$ cat src/rtl/spi_adar7251_40bit_slave.sv
// 40-bit ADAR7251-format SPI register slave (mode 0), oversampled on i_clk.
// Optional macro SPI_SLV_SDO_OE_EN: SDO enable only during read data bits.
module spi_adar7251_40bit_slave #(
    parameter logic [6:0] CHIP_ADDR = 7'h00,
    parameter int         REG_AW    = 4
) (
    input  logic        i_clk,
    input  logic        i_reset_n,
    input  logic        i_spi_sclk,
    input  logic        i_spi_csb,
    input  logic        i_spi_sdi,
    output logic        o_spi_sdo,
    output logic        o_spi_sdo_oe,
    output logic        o_wr_valid,
    output logic [15:0] o_wr_addr,
    output logic [15:0] o_wr_data,
    output logic        o_busy,
    output logic        o_frame_err
);
    typedef enum logic [2:0] {S_IDLE, S_HEADER, S_DATA, S_DONE, S_SKIP} state_t;

    state_t      r_state, w_state_nxt;
    logic [2:0]  r_sclk_s, r_csb_s;
    logic [1:0]  r_sdi_s;
    logic [5:0]  r_cnt;
    logic [15:0] r_shift, r_addr, r_tx;
    logic        r_rd, r_tx_act, r_sdo, r_wr_valid, r_frame_err;
    logic [15:0] r_wr_addr, r_wr_data;
    logic [15:0] r_regs [2**REG_AW];

    logic        w_sclk_rise, w_sclk_fall, w_csb_fall, w_csb_rise;
    logic        w_sample, w_hdr_done, w_last, w_err;
    logic [15:0] w_word, w_rd_word;
    logic        w_word_in_range, w_addr_in_range;

    assign w_sclk_rise = r_sclk_s[1] & ~r_sclk_s[2];
    assign w_sclk_fall = ~r_sclk_s[1] & r_sclk_s[2];
    assign w_csb_fall  = ~r_csb_s[1] & r_csb_s[2];
    assign w_csb_rise  = r_csb_s[1] & ~r_csb_s[2];

    // Word completed by the current sample: reg_addr on the 24th, reg_data on the 40th.
    assign w_word          = {r_shift[14:0], r_sdi_s[1]};
    assign w_word_in_range = (w_word >> REG_AW) == 16'd0;
    assign w_addr_in_range = (r_addr >> REG_AW) == 16'd0;
    assign w_rd_word       = w_word_in_range ? r_regs[w_word[REG_AW-1:0]] : 16'h0000;

    // CSB sync resets low so a CSB already low at release is not seen as a fall.
    always_ff @(posedge i_clk or negedge i_reset_n) begin
        if (!i_reset_n) begin
            r_sclk_s <= '0;
            r_csb_s  <= '0;
            r_sdi_s  <= '0;
            r_state  <= S_IDLE;
        end else begin
            r_sclk_s <= {r_sclk_s[1:0], i_spi_sclk};
            r_csb_s  <= {r_csb_s[1:0], i_spi_csb};
            r_sdi_s  <= {r_sdi_s[0], i_spi_sdi};
            r_state  <= w_state_nxt;
        end
    end

    always_comb begin
        w_state_nxt = r_state;
        w_sample    = 1'b0;
        w_hdr_done  = 1'b0;
        w_last      = 1'b0;
        w_err       = 1'b0;
        case (r_state)
            S_IDLE: begin
                if (w_csb_fall) w_state_nxt = S_HEADER;
            end
            S_HEADER: begin
                if (w_sclk_rise) begin
                    w_sample = 1'b1;
                    if (r_cnt == 6'd7 && r_shift[6:0] != CHIP_ADDR) begin
                        w_state_nxt = S_SKIP;
                    end else if (r_cnt == 6'd23) begin
                        w_state_nxt = S_DATA;
                        w_hdr_done  = 1'b1;
                    end
                end
                if (w_csb_rise) begin
                    w_state_nxt = S_IDLE;
                    w_hdr_done  = 1'b0;
                    w_err       = 1'b1;
                end
            end
            S_DATA: begin
                // The sample is taken before a coincident CSB rise is honoured.
                if (w_sclk_rise) begin
                    w_sample = 1'b1;
                    if (r_cnt == 6'd39) begin
                        w_state_nxt = S_DONE;
                        w_last      = 1'b1;
                    end
                end
                if (w_csb_rise) begin
                    w_state_nxt = S_IDLE;
                    w_err       = ~w_last;
                end
            end
            S_DONE, S_SKIP: begin
                if (w_csb_rise) w_state_nxt = S_IDLE;
            end
            default: w_state_nxt = S_IDLE;
        endcase
    end

    always_ff @(posedge i_clk or negedge i_reset_n) begin
        if (!i_reset_n) begin
            r_cnt       <= '0;
            r_shift     <= '0;
            r_addr      <= '0;
            r_tx        <= '0;
            r_rd        <= 1'b0;
            r_tx_act    <= 1'b0;
            r_sdo       <= 1'b0;
            r_wr_valid  <= 1'b0;
            r_wr_addr   <= '0;
            r_wr_data   <= '0;
            r_frame_err <= 1'b0;
            for (int i = 0; i < 2**REG_AW; i++) r_regs[i] <= 16'h0000;
        end else begin
            r_wr_valid  <= 1'b0;
            r_frame_err <= w_err;
            if (r_state == S_IDLE) r_cnt <= '0;
            else if (w_sample)     r_cnt <= r_cnt + 6'd1;
            if (w_sample) r_shift <= w_word;
            if (w_hdr_done) begin
                r_rd   <= r_shift[15];
                r_addr <= w_word;
                if (r_shift[15]) begin
                    r_tx     <= w_rd_word;
                    r_tx_act <= 1'b1;
                end
            end
            if (r_state == S_DATA && w_sclk_fall && r_tx_act) begin
                r_sdo <= r_tx[15];
                r_tx  <= {r_tx[14:0], 1'b0};
            end
            if (w_last) begin
                r_sdo    <= 1'b0;
                r_tx_act <= 1'b0;
                if (!r_rd) begin
                    r_wr_valid <= 1'b1;
                    r_wr_addr  <= r_addr;
                    r_wr_data  <= w_word;
                    if (w_addr_in_range) r_regs[r_addr[REG_AW-1:0]] <= w_word;
                end
            end
            if (r_state != S_IDLE && w_state_nxt == S_IDLE) begin
                r_sdo    <= 1'b0;
                r_tx_act <= 1'b0;
            end
        end
    end

`ifdef SPI_SLV_SDO_OE_EN
    logic r_oe;
    always_ff @(posedge i_clk or negedge i_reset_n) begin
        if (!i_reset_n) begin
            r_oe <= 1'b0;
        end else if (r_state != S_IDLE && w_state_nxt == S_IDLE) begin
            r_oe <= 1'b0;
        end else if (r_state == S_DATA && w_sclk_fall && r_tx_act) begin
            r_oe <= 1'b1;
        end
    end
    assign o_spi_sdo_oe = r_oe;
`else
    assign o_spi_sdo_oe = 1'b1;
`endif

    assign o_spi_sdo   = r_sdo;
    assign o_wr_valid  = r_wr_valid;
    assign o_wr_addr   = r_wr_addr;
    assign o_wr_data   = r_wr_data;
    assign o_busy      = (r_state != S_IDLE);
    assign o_frame_err = r_frame_err;
endmodule
$ cat config.mk
export PLATFORM = sky130hd
export DESIGN_NAME = spi_adar7251_40bit_slave
export DESIGN_NICKNAME = d
export VERILOG_FILES = /design/src/rtl/spi_adar7251_40bit_slave.sv
export SDC_FILE = /design/constraint.sdc
export NUM_CORES = 1
export LEC_CHECK = 0
export CORE_ASPECT_RATIO = 0.6
export CORE_MARGIN = 8
export CORE_UTILIZATION = 60
export CTS_BUF_LIST = sky130_fd_sc_hd__clkbuf_4 sky130_fd_sc_hd__clkbuf_8
export CTS_CLUSTER_SIZE = 8
export DETAILED_ROUTE_END_ITERATION = 10
export PLACE_DENSITY = 0.8
export SLEW_MARGIN = 20
export SYNTH_ARGS = -nofsm -noshare
export SYNTH_HDL_FRONTEND = slang
export SYNTH_SLANG_ARGS = --single-unit
$ cat constraint.sdc
create_clock -name i_clk -period 4.6 [get_ports i_clk]
set_input_delay 1.15 -clock i_clk [delete_from_list [all_inputs] [get_ports i_clk]]
set_output_delay 1.15 -clock i_clk [all_outputs]
set_load 0.02 [all_outputs]
Word-level counts from Yosys, hierarchy flattened. Index checks and enable logic that the tools add are counted.

Register bits after elaboration: 358. Bits in latches: 0. RAM bits: 0. ROM bits: 0. Output and inout bits: 37. Memories kept: 0.

Add/subtract/negate cells: 1. $mul: 0. Div/mod/pow operators: 0. Magnitude comparators: 3. Eq/ne operators: 7. Shift-type cells: 0. Multiplexer cells: 45. Bitwise gates (word level): 12. Reductions and logical operators: 23.

Operators with widths (number): $bwmux W256 (1); $mux W16 (7); $bmux W16 S4 (1); $demux W16 S4 (1); $logic_not A16 Y1 (2); $mux W3 (9); $mux W1 (22); $mux W6 (2); $pmux W3 S4 (1); $reduce_bool A3 Y1 (4); $ge A5 B5 Y1 const B (2); $not A4 Y5 (2); $reduce_bool A7 Y1 (1); $add A6 B1 Y6 const B (1); $eq A3 B2 Y1 const B (2); $eq A6 B3 Y1 const B (1); $eq A6 B5 Y1 const B (1); $eq A6 B6 Y1 const B (1); $logic_not A3 Y1 (2); $not A1 Y1 (6); $reduce_and A2 Y1 (3); $reduce_bool A2 Y1 (3); $logic_and A1 B1 Y1 (5); $lt A5 B1 Y1 const B (1); 6 further kinds (10).

Logic depth before layout (Yosys ltp). Gate-level depths: netlist of the first run.

Depth in word-level cells: 10. Mapped depth: 9.

Worst setup path after synthesis of the first run. OpenSTA, ideal clock, no wires.

Path kind: reg-to-reg. Start point: reg r_cnt[0]. End point: reg r_regs[53] in the netlist's numbering. Setup time: 0.125 ns. Arrival: 2.316 ns. Setup slack: 2.159 ns. Cell stages (with the launch flop): 9. Path buffers: 2. Path through: dfrtp_1 -> ha_1 -> nand4b_1 -> nor4b_2 -> nand2_4 -> or4_1 -> buf_2 -> buf_6 -> mux2_4.

Word-level cells in the longest chain between the ends: 6.

Ends and longest elaborated chain: start: declaration (RTL line 25) `logic [5:0] r_cnt;`; start signal: assignment (RTL line 127) `else if (w_sample) r_cnt <= r_cnt + 6'd1;`; $eq A6 B6 Y1 (RTL line 92) `if (r_cnt == 6'd39) begin`; $mux W1 (RTL line 92); $mux W1 (RTL line 90) `if (w_sclk_rise) begin`; $mux W1 (2 in series) (RTL line 68) `case (r_state)`; $reduce_and A3 Y1 (no source line); end signal: indexed assignment (RTL line 148) `if (w_addr_in_range) r_regs[r_addr[REG_AW-1:0]] <= w_word;`; end: declaration (RTL line 29) `logic [15:0] r_regs [2**REG_AW];`.

Every way passes these cells. The select of a mux whose other input is x is not followed. A chain may end at the register's enable or synchronous reset.

Final worst setup path of the first run.
Start point: reg r_state[2]. End point: out o_busy.

Word-level cells in the longest chain between the ends: 1.

Ends and longest elaborated chain: start: declaration (RTL line 22) `state_t r_state, w_state_nxt;`; start signal: assignment (RTL line 58) `r_state <= w_state_nxt;`; $reduce_bool A3 Y1 (RTL line 178) `assign o_busy = (r_state != S_IDLE);`; end: declaration (RTL line 17) `output logic o_busy,`.

Every way passes these cells.

==> results list, run 1 <==
* Outcome: completed
- The synthesized design spends more area on one cell type than any other, namely dfrtp_1.
- Dividing the detail-routed via count by the number of cells gives 6.420.
- Avg Cell Area, Syn: 15.51 um^2
* Maximum number of pins on one net before global-route repair: 105
- Based on the critical path, the design can be clocked at up to a little over 300 MHz.
* Placeable core region: 25,390 um^2
* RSZ-0062 raised after global routing: false
- I/O pin count: 42
- The netlist uses 50 different library cells.
* Yosys warnings: 0
- Before antenna repair, the detailed router went through 4 iterations.
- In this run, placement finished with an instance count of 1,334.
* Max IR drop VDD: 0.0003014 V
- Wire length of the first global-routing pass: about 56,000 um
- The number of global-route vias before repair came to 9,300.
- Slowest stage cell, crit path: clkdlybuf4s50_1
- CTS placed an instance of clkbuf_8 at the clock tree root.
* ANT nets after route: 0
* Hold Violations, Final: 0
- Most frequent cells in the layout: dfrtp_1 (355), mux2_2 (309), mux4_2 (64)
- Traced cell by cell, the critical path runs through nor3_1 > buf_4 > inv_1 > clkdlybuf4s50_1.
* Count of antenna diodes in the layout: 0
- Sequential share of the synthesized area: 57.65%
- Clock power frac: 35.7%
* Stage delay of the slowest cell on the critical path: 0.61 ns
* Power Total: 0.006504 W
- Most frequent standard cell in the layout excluding fill and tap cells: dfrtp_1
* DRT Wirelength: about 35,000 um
* Static Leakage: 8.290 nW
- Die boundary height: ~140 um
- Primary FF master, synth: dfrtp_1
- Switching portion of total power: 28.79%
* Initial drt markers: 699
* Setup TNS Final: 0 ns
- Worst hold path depth: 0
- STA classifies the critical path startpoint as a flip-flop.
- Clk slew on worst S/H paths: around 0.060 ns
- Proportion of synthesized flip-flops having asynchronous set or reset: 100.0%
- The internal portion of the total power is 0.004632 W.
* Layout area overhead: 10.35%
- Fin crit period: 3.258 ns
- Combinational group share of total power: 10.3%
* Proportion of netlist area held by the largest area contributor: approximately 58%
- Final setup vio count: 0
- Sequential cells burn 54.0% of the power.
- Data arrival at the endpoint of the critical path: between 2 and 2.5 ns
- Synthesis produced a netlist with a net count of 1,008.
* Critical path type: reg -> out
- Max-Slew Margin vs Limit: 24.06%
- The worst hold path belongs to the class reg -> reg.
- Max cap viols: 0
- Summing every instance area after synthesis gives between 15,000 and 20,000 um^2.
- Total number of vias: 9,039
- Antenna violations before repair: 3
* Maximum count of clock buffers along a single path: 3
* Max FO, Critical Path: 12
* Fraction of layout instances using a drive strength above 1: 47.35%
* Number of buffers added to fix hold violations after cts: 0
* Share of the clock period used by the worst path after layout: 70.83%
- Flop and latch count out of synthesis: 358
- Cells fill 67.53% of the core in the end.
- Dividing the detail-routed wire length by the instance count gives 25.08 um.
* Final Non-Filler Cells: 1,408
- Final weighted congestion in routability-driven placement: 0.8314
* Pwr per Cell Area: 379.3 nW/um^2
* Number of cell rows: 45
- Crit path capture type: primary output
- Fin nets: 1,043
- Once the floorplan was initialized, standard cells occupied 61.20% of the core.
- The total overflow left after global routing is 0.
- After legalization and detailed placement, the total HPWL measured around 22,000 um.
* Cell count of the worst reg-to-reg path: 5
- DIE WIDTH: 223.8 um
- Die Outline Area: approximately 31,000 um^2
* CTS H-tree lvls: 2
- Counting every instance in the synthesized netlist gives 1,002.
- After clock tree synthesis, the setup repair step added 0 buffers.
- Slew at the pin with the worst max-slew slack: roughly 1.1 ns
- Hold timing on the final database bottoms out at a slack of 0.3520 ns.
- TritonCTS clock tree: done
* Net Sw Power: 0.001872 W
- Data on the critical path is required at its endpoint by 3.45 ns.
- On the final layout, the worst clock skew is 0.02889 ns.
- In the routed design, unresolved DRC markers number 0.
- Later-pin clock latency in the skew report: 0.60 ns
* GRT Overall Usage: 23.01%
- The count of final max-slew check failures came to 0.
* Number of enable-type register cells in the synthesized netlist: 0
- Ranked by total cell area, the synthesized netlist is headed by dfrtp_1 (58%), mux2_2 (22%), mux4_2 (9.3%), o22ai_1 (1.3%), clkbuf_1 (1.1%).
* Number of gates resized after CTS: 0
- # port buffers: 40
* Number of buffers created by CTS: 52
- Clock tree synthesis found a total of 358 sinks.
-- synthesized netlist by cell type (3+ instances only) --
cell / instances
nand2_1: 13
xnor2_1: 3
o31ai_1: 16
nand4_1: 7
mux4_2: 64
nor4_1: 6
dfrtp_1: 358
nand3_1: 4
inv_1: 6
mux2_2: 309
clkbuf_1: 44
nand2b_1: 6
o22ai_1: 32
buf_2: 12
a21oi_1: 5
nor3_1: 6
nor2b_1: 5
nor2_1: 15
a22oi_1: 15
mux2_4: 10
buf_1: 28
-- routing by layer --
metal	vias to the layer above	GRT usage [%]	wire [um]
met5	-	0	0
met4	0	5.663	641
met3	57	6.524	2869
met2	309	31.08	14640
met1	4877	36.02	17160
li1	3796	-	-
-- flip-flops by register name, indices dropped and copies added, names as in the netlist --
register / cells
o_wr_addr: 16
o_frame_err: 1
r_sclk_s: 3
r_regs: 256
r_cnt: 6
r_tx: 16
o_wr_data: 16
r_rd: 1
r_tx_act: 1
r_state: 3
r_sdi_s: 2
r_shift: 16
o_spi_sdo: 1
r_csb_s: 3
o_wr_valid: 1
r_addr: 16
-- metrics by stage --
step	cell area [um^2]	setup WS, ns
2_1_floorplan	15540	2.159
3_3_place_gp	16260	1.699
5_1_grt	17150	1.205
6_report	17150	1.342
4_1_cts	17140	1.292
3_5_place_dp	16260	1.616
-- worst max-delay path, delay by kind of cell (launching register included) --
kind                   cells  cell delay, ns
DFF                        1            0.59
buffers and inverters      3            0.85
and+or+nand+nor            1            0.09
-- cells by family (layout without fill, tap and decap cells) --
| family | Yosys count | after routing | share of synthesized area (%) |
|---|---|---|---|
| fa+ha+maj | 1 | 1 | 0.08050 |
| mux | 385 | 385 | 32.76 |
| other cells | 1 | 1 | 0.02413 |
| buf+inv | 94 | 148 | 2.512 |
| simple gates | 81 | 81 | 3.301 |
| flops | 358 | 358 | 57.65 |
| xor+xnor | 4 | 4 | 0.2255 |
| compound gates | 78 | 78 | 3.446 |
-- final timing paths --
check	startpoint	end	slack [ns]
max	r_state[2]$_DFF_PN0_	o_busy	1.34
min	r_csb_s[0]$_DFF_PN0_	r_csb_s[1]$_DFF_PN0_	0.35
max in group asynchronous	i_reset_n	r_regs[84]$_DFFE_PN0P_	2.91
min in group asynchronous	i_reset_n	r_regs[1]$_DFFE_PN0P_	0.54
min reg2reg	r_csb_s[0]$_DFF_PN0_	r_csb_s[1]$_DFF_PN0_	0.35
max reg2reg	r_state[2]$_DFF_PN0_	r_regs[56]$_DFFE_PN0P_	1.61
-- final cells by class --
type	count	area [um^2]
Multi-Input combinational cell	550	6202
Sequential cell	358	8965
Fill cell	1768	8244
Inverter	6	22.52
Clock buffer	70	863.3
Clock inverter	3	20.02
Timing Repair Buffer	69	635.6
Tap cell	352	440.4
-- power by group through the flow --
stage,clock (W),sequential (W),combinational (W)
after global placement,0,0.00356,0.000669
final,0.00232,0.00351,0.000673
after detailed placement,0,0.00356,0.000674
after floorplan,0,0.00327,0.000597
after CTS,0.00237,0.00350,0.000676
after global routing,0.00250,0.00353,0.000720
Note: power is estimated with default switching activity, not from simulation.
==> run 2, diff against run 1 <==
==> constraint.sdc (replaced) <==
create_clock -name i_clk -period 3.05 [get_ports i_clk]
set_input_delay 0.7625 -clock i_clk [delete_from_list [all_inputs] [get_ports i_clk]]
set_output_delay 0.7625 -clock i_clk [all_outputs]
set_load 0.02 [all_outputs]
==> results list, run 2 (same netlist as run 1, synthesis figures left out) <==
* TritonCTS clock tree: done
- The first TritonRoute pass finished after 5 iterations.
- Dividing the final minimum period by the clock period gives about 93%.
* Count of antenna diodes in the layout: 0
- The final hold violation count is 0.
- Setup slack of the worst register-to-register path: roughly 0.33 ns
- The count of final max-slew check failures is 0.
- Across the routed clock network, the largest skew measured is 0.02283 ns.
* Overflow left after global routing: 0
- Fin nets: 1,065
- ANT nets after route: 0
- The floorplan step set the die height to 140.7 um.
* Data arrival at the endpoint of the critical path: ~2.1 ns
- The worst register-to-register path ends at r_regs[60]$_DFFE_PN0P_.
- In the routed layout, each cell is associated on average with a via count of between 6 and 7.
- For this run, the slowest stage of the critical path takes ~0.53 ns.
* DIE WIDTH: 223.8 um
- Global routing used 23.20% of the available tracks.
- Layout area overhead: 11.83%
- Routability-driven placement finished with a final weighted congestion of ~0.85.
- Number of gates resized after CTS: 0
- Wire length of the first global-routing pass: ~57,000 um
- # port buffers: 40
- Max FO, Critical Path: 11
- The clock passes through at most 3 buffers.
- Cell seen most often among critical-path stages: buf_4
- Antenna violations before repair: 1
* Reg2Reg Launch Point: r_state[0]$_DFF_PN0_
* Fraction of layout instances using a drive strength above 1: about half
* Max-Slew Margin vs Limit: 35.47%
- Number of cell rows: between 40 and 50
- The register with the most flip-flops in the final layout is r_regs.
- Entering global routing, the biggest net connects 87 pins.
- Static Leakage: ~8.4 nW
* Later-pin clock latency in the skew report: 0.59 ns
- Fin crit period: around 2.8 ns
- Minimum setup slack after placement: 0.3440 ns
* Critical path type: reg -> out
- Worst-path cell chain: buf_4 > nor3_1 > buf_4 > inv_1 > clkdlybuf4s50_1
- Data required time at the worst endpoint: approximately 2.3 ns
- Slew at the pin with the worst max-slew slack: 0.9679 ns
- The worst setup path is captured at a primary output.
* Highest Clock Rate: 350.9 MHz
* Outcome: completed
- I/O pin count: 42
- Setup repair after global routing left no endpoint under its margin.
* Detailed-route wire length per cell: 24.81 um
- After detailed routing, the number of remaining DRC violations is 0.
* Initial drt markers: about 810
- Setup TNS Final: 0 ns
- Number of buffers created by CTS: 52
* Sink Count: roughly 360
* Cell count of the worst reg-to-reg path: 6
* Vias in the first global route: ~9,700
* Number of buffers added to fix hold violations after cts: 0
- The register with the most flip-flops in the layout has 256 of them.
- The min-delay analysis places its worst path in the category in -> async.
- Die Outline Area: roughly 31,000 um^2
- Leaving out fill and tap cells, the most frequent cell in the layout is dfrtp_1.
* Post-CTS Setup Repair Bufs: 0
* Clock root buffer master: clkbuf_8
- The initial utilization of the core area, before any placement, comes to 61.20%.
* Number of buffer and inverter stages on the critical path: 4
- In this run the standard cell core region covers 25,390 um^2.
- On the critical path the largest part of the delay comes from buffers and inverters.
- Slowest stage cell, crit path: clkdlybuf4s50_1
- Max cap viols: 0
- Clock-pin slew was measured on the worst setup and hold paths at approximately 0.070 ns.
- DRT Wirelength: 35,450 um
- Final standard cell utilization of the core: 68.44%
- The library cells used most frequently in the layout, excluding fill and tap cells, are dfrtp_1 (355), mux2_2 (309), mux4_2 (64).
- Total number of vias: 9,024
- Half-perimeter wire length of the detailed placement result: 22,250 um
* Setup slack of the critical path after layout: 0.2001 ns
- Setup violations remaining at the end of the flow were counted as 0.
- STA classifies the critical path startpoint as a flip-flop.
- Pwr per Cell Area: 569.2 nW/um^2
- Max IR drop VDD: roughly 0.00031 V
* CTS H-tree lvls: 2
[run 2: changes by cell type in the layout (fill, tap and decap cells not counted)]
cell | before | now
buf_12 | 1 | 6
buf_4 | 28 | 45
clkbuf_4 | 16 | 17
clkbuf_8 | 54 | 55
clkinv_2 | 1 | 0
clkinvlp_4 | 2 | 0
[run 2: stage by stage]
step / instances / total power [W] / cell area, um^2 / hold WS (ns)
floorplan: 1002 / 0.005826 / 15540 / 0.3312
global placement: 1357 / 0.006442 / 16490 / 0.3331
detailed placement: 1357 / 0.006461 / 16490 / 0.3388
CTS: 1429 / 0.009977 / 17380 / 0.06629
global route: 1429 / 0.01027 / 17380 / 0.09576
finish: 1429 / 0.009892 / 17380 / 0.06593
[run 2: per-layer routing]
metal / wire length, um / track usage, % / up-vias
met1: 16860 / 34.97 / 4880
met5: 0 / 0 / -
met3: 2405 / 5.613 / 54
met4: 591 / 6.595 / 0
li1: - / - / 3828
met2: 15600 / 33.25 / 262
[run 2: area by class of cell]
class	instances	area [um^2]
multi-input cells	550	6202
clock buffers	72	884.6
flip-flops and latches	358	8965
inverters	6	22.52
repair buffers	91	863.3
fillers	1751	8015
well taps	352	440.4
[run 2: worst max-delay path by stage]
stage	start	endpoint	slack (ns)	depth (start not counted)
3_3_place_gp	r_state[0]$_DFF_PN0_	r_regs[54]$_DFFE_PN0P_	0.46	6
6_report	r_state[2]$_DFF_PN0_	o_busy	0.20	5
4_1_cts	r_state[2]$_DFF_PN0_	o_busy	0.16	5
2_1_floorplan	r_cnt[0]$_DFFE_PN0P_	r_regs[53]$_DFFE_PN0P_	0.61	8
3_5_place_dp	r_state[0]$_DFF_PN0_	r_regs[53]$_DFFE_PN0P_	0.34	6
5_1_grt	r_state[2]$_DFF_PN0_	o_busy	0.06	5
[run 2: power by group]
group,leakage (nW),internal (W),switching [W]
Sequential,4.97,0.00481,0.000255
Clock,0.474,0.00182,0.00169
Combinational,2.98,0.000474,0.000840
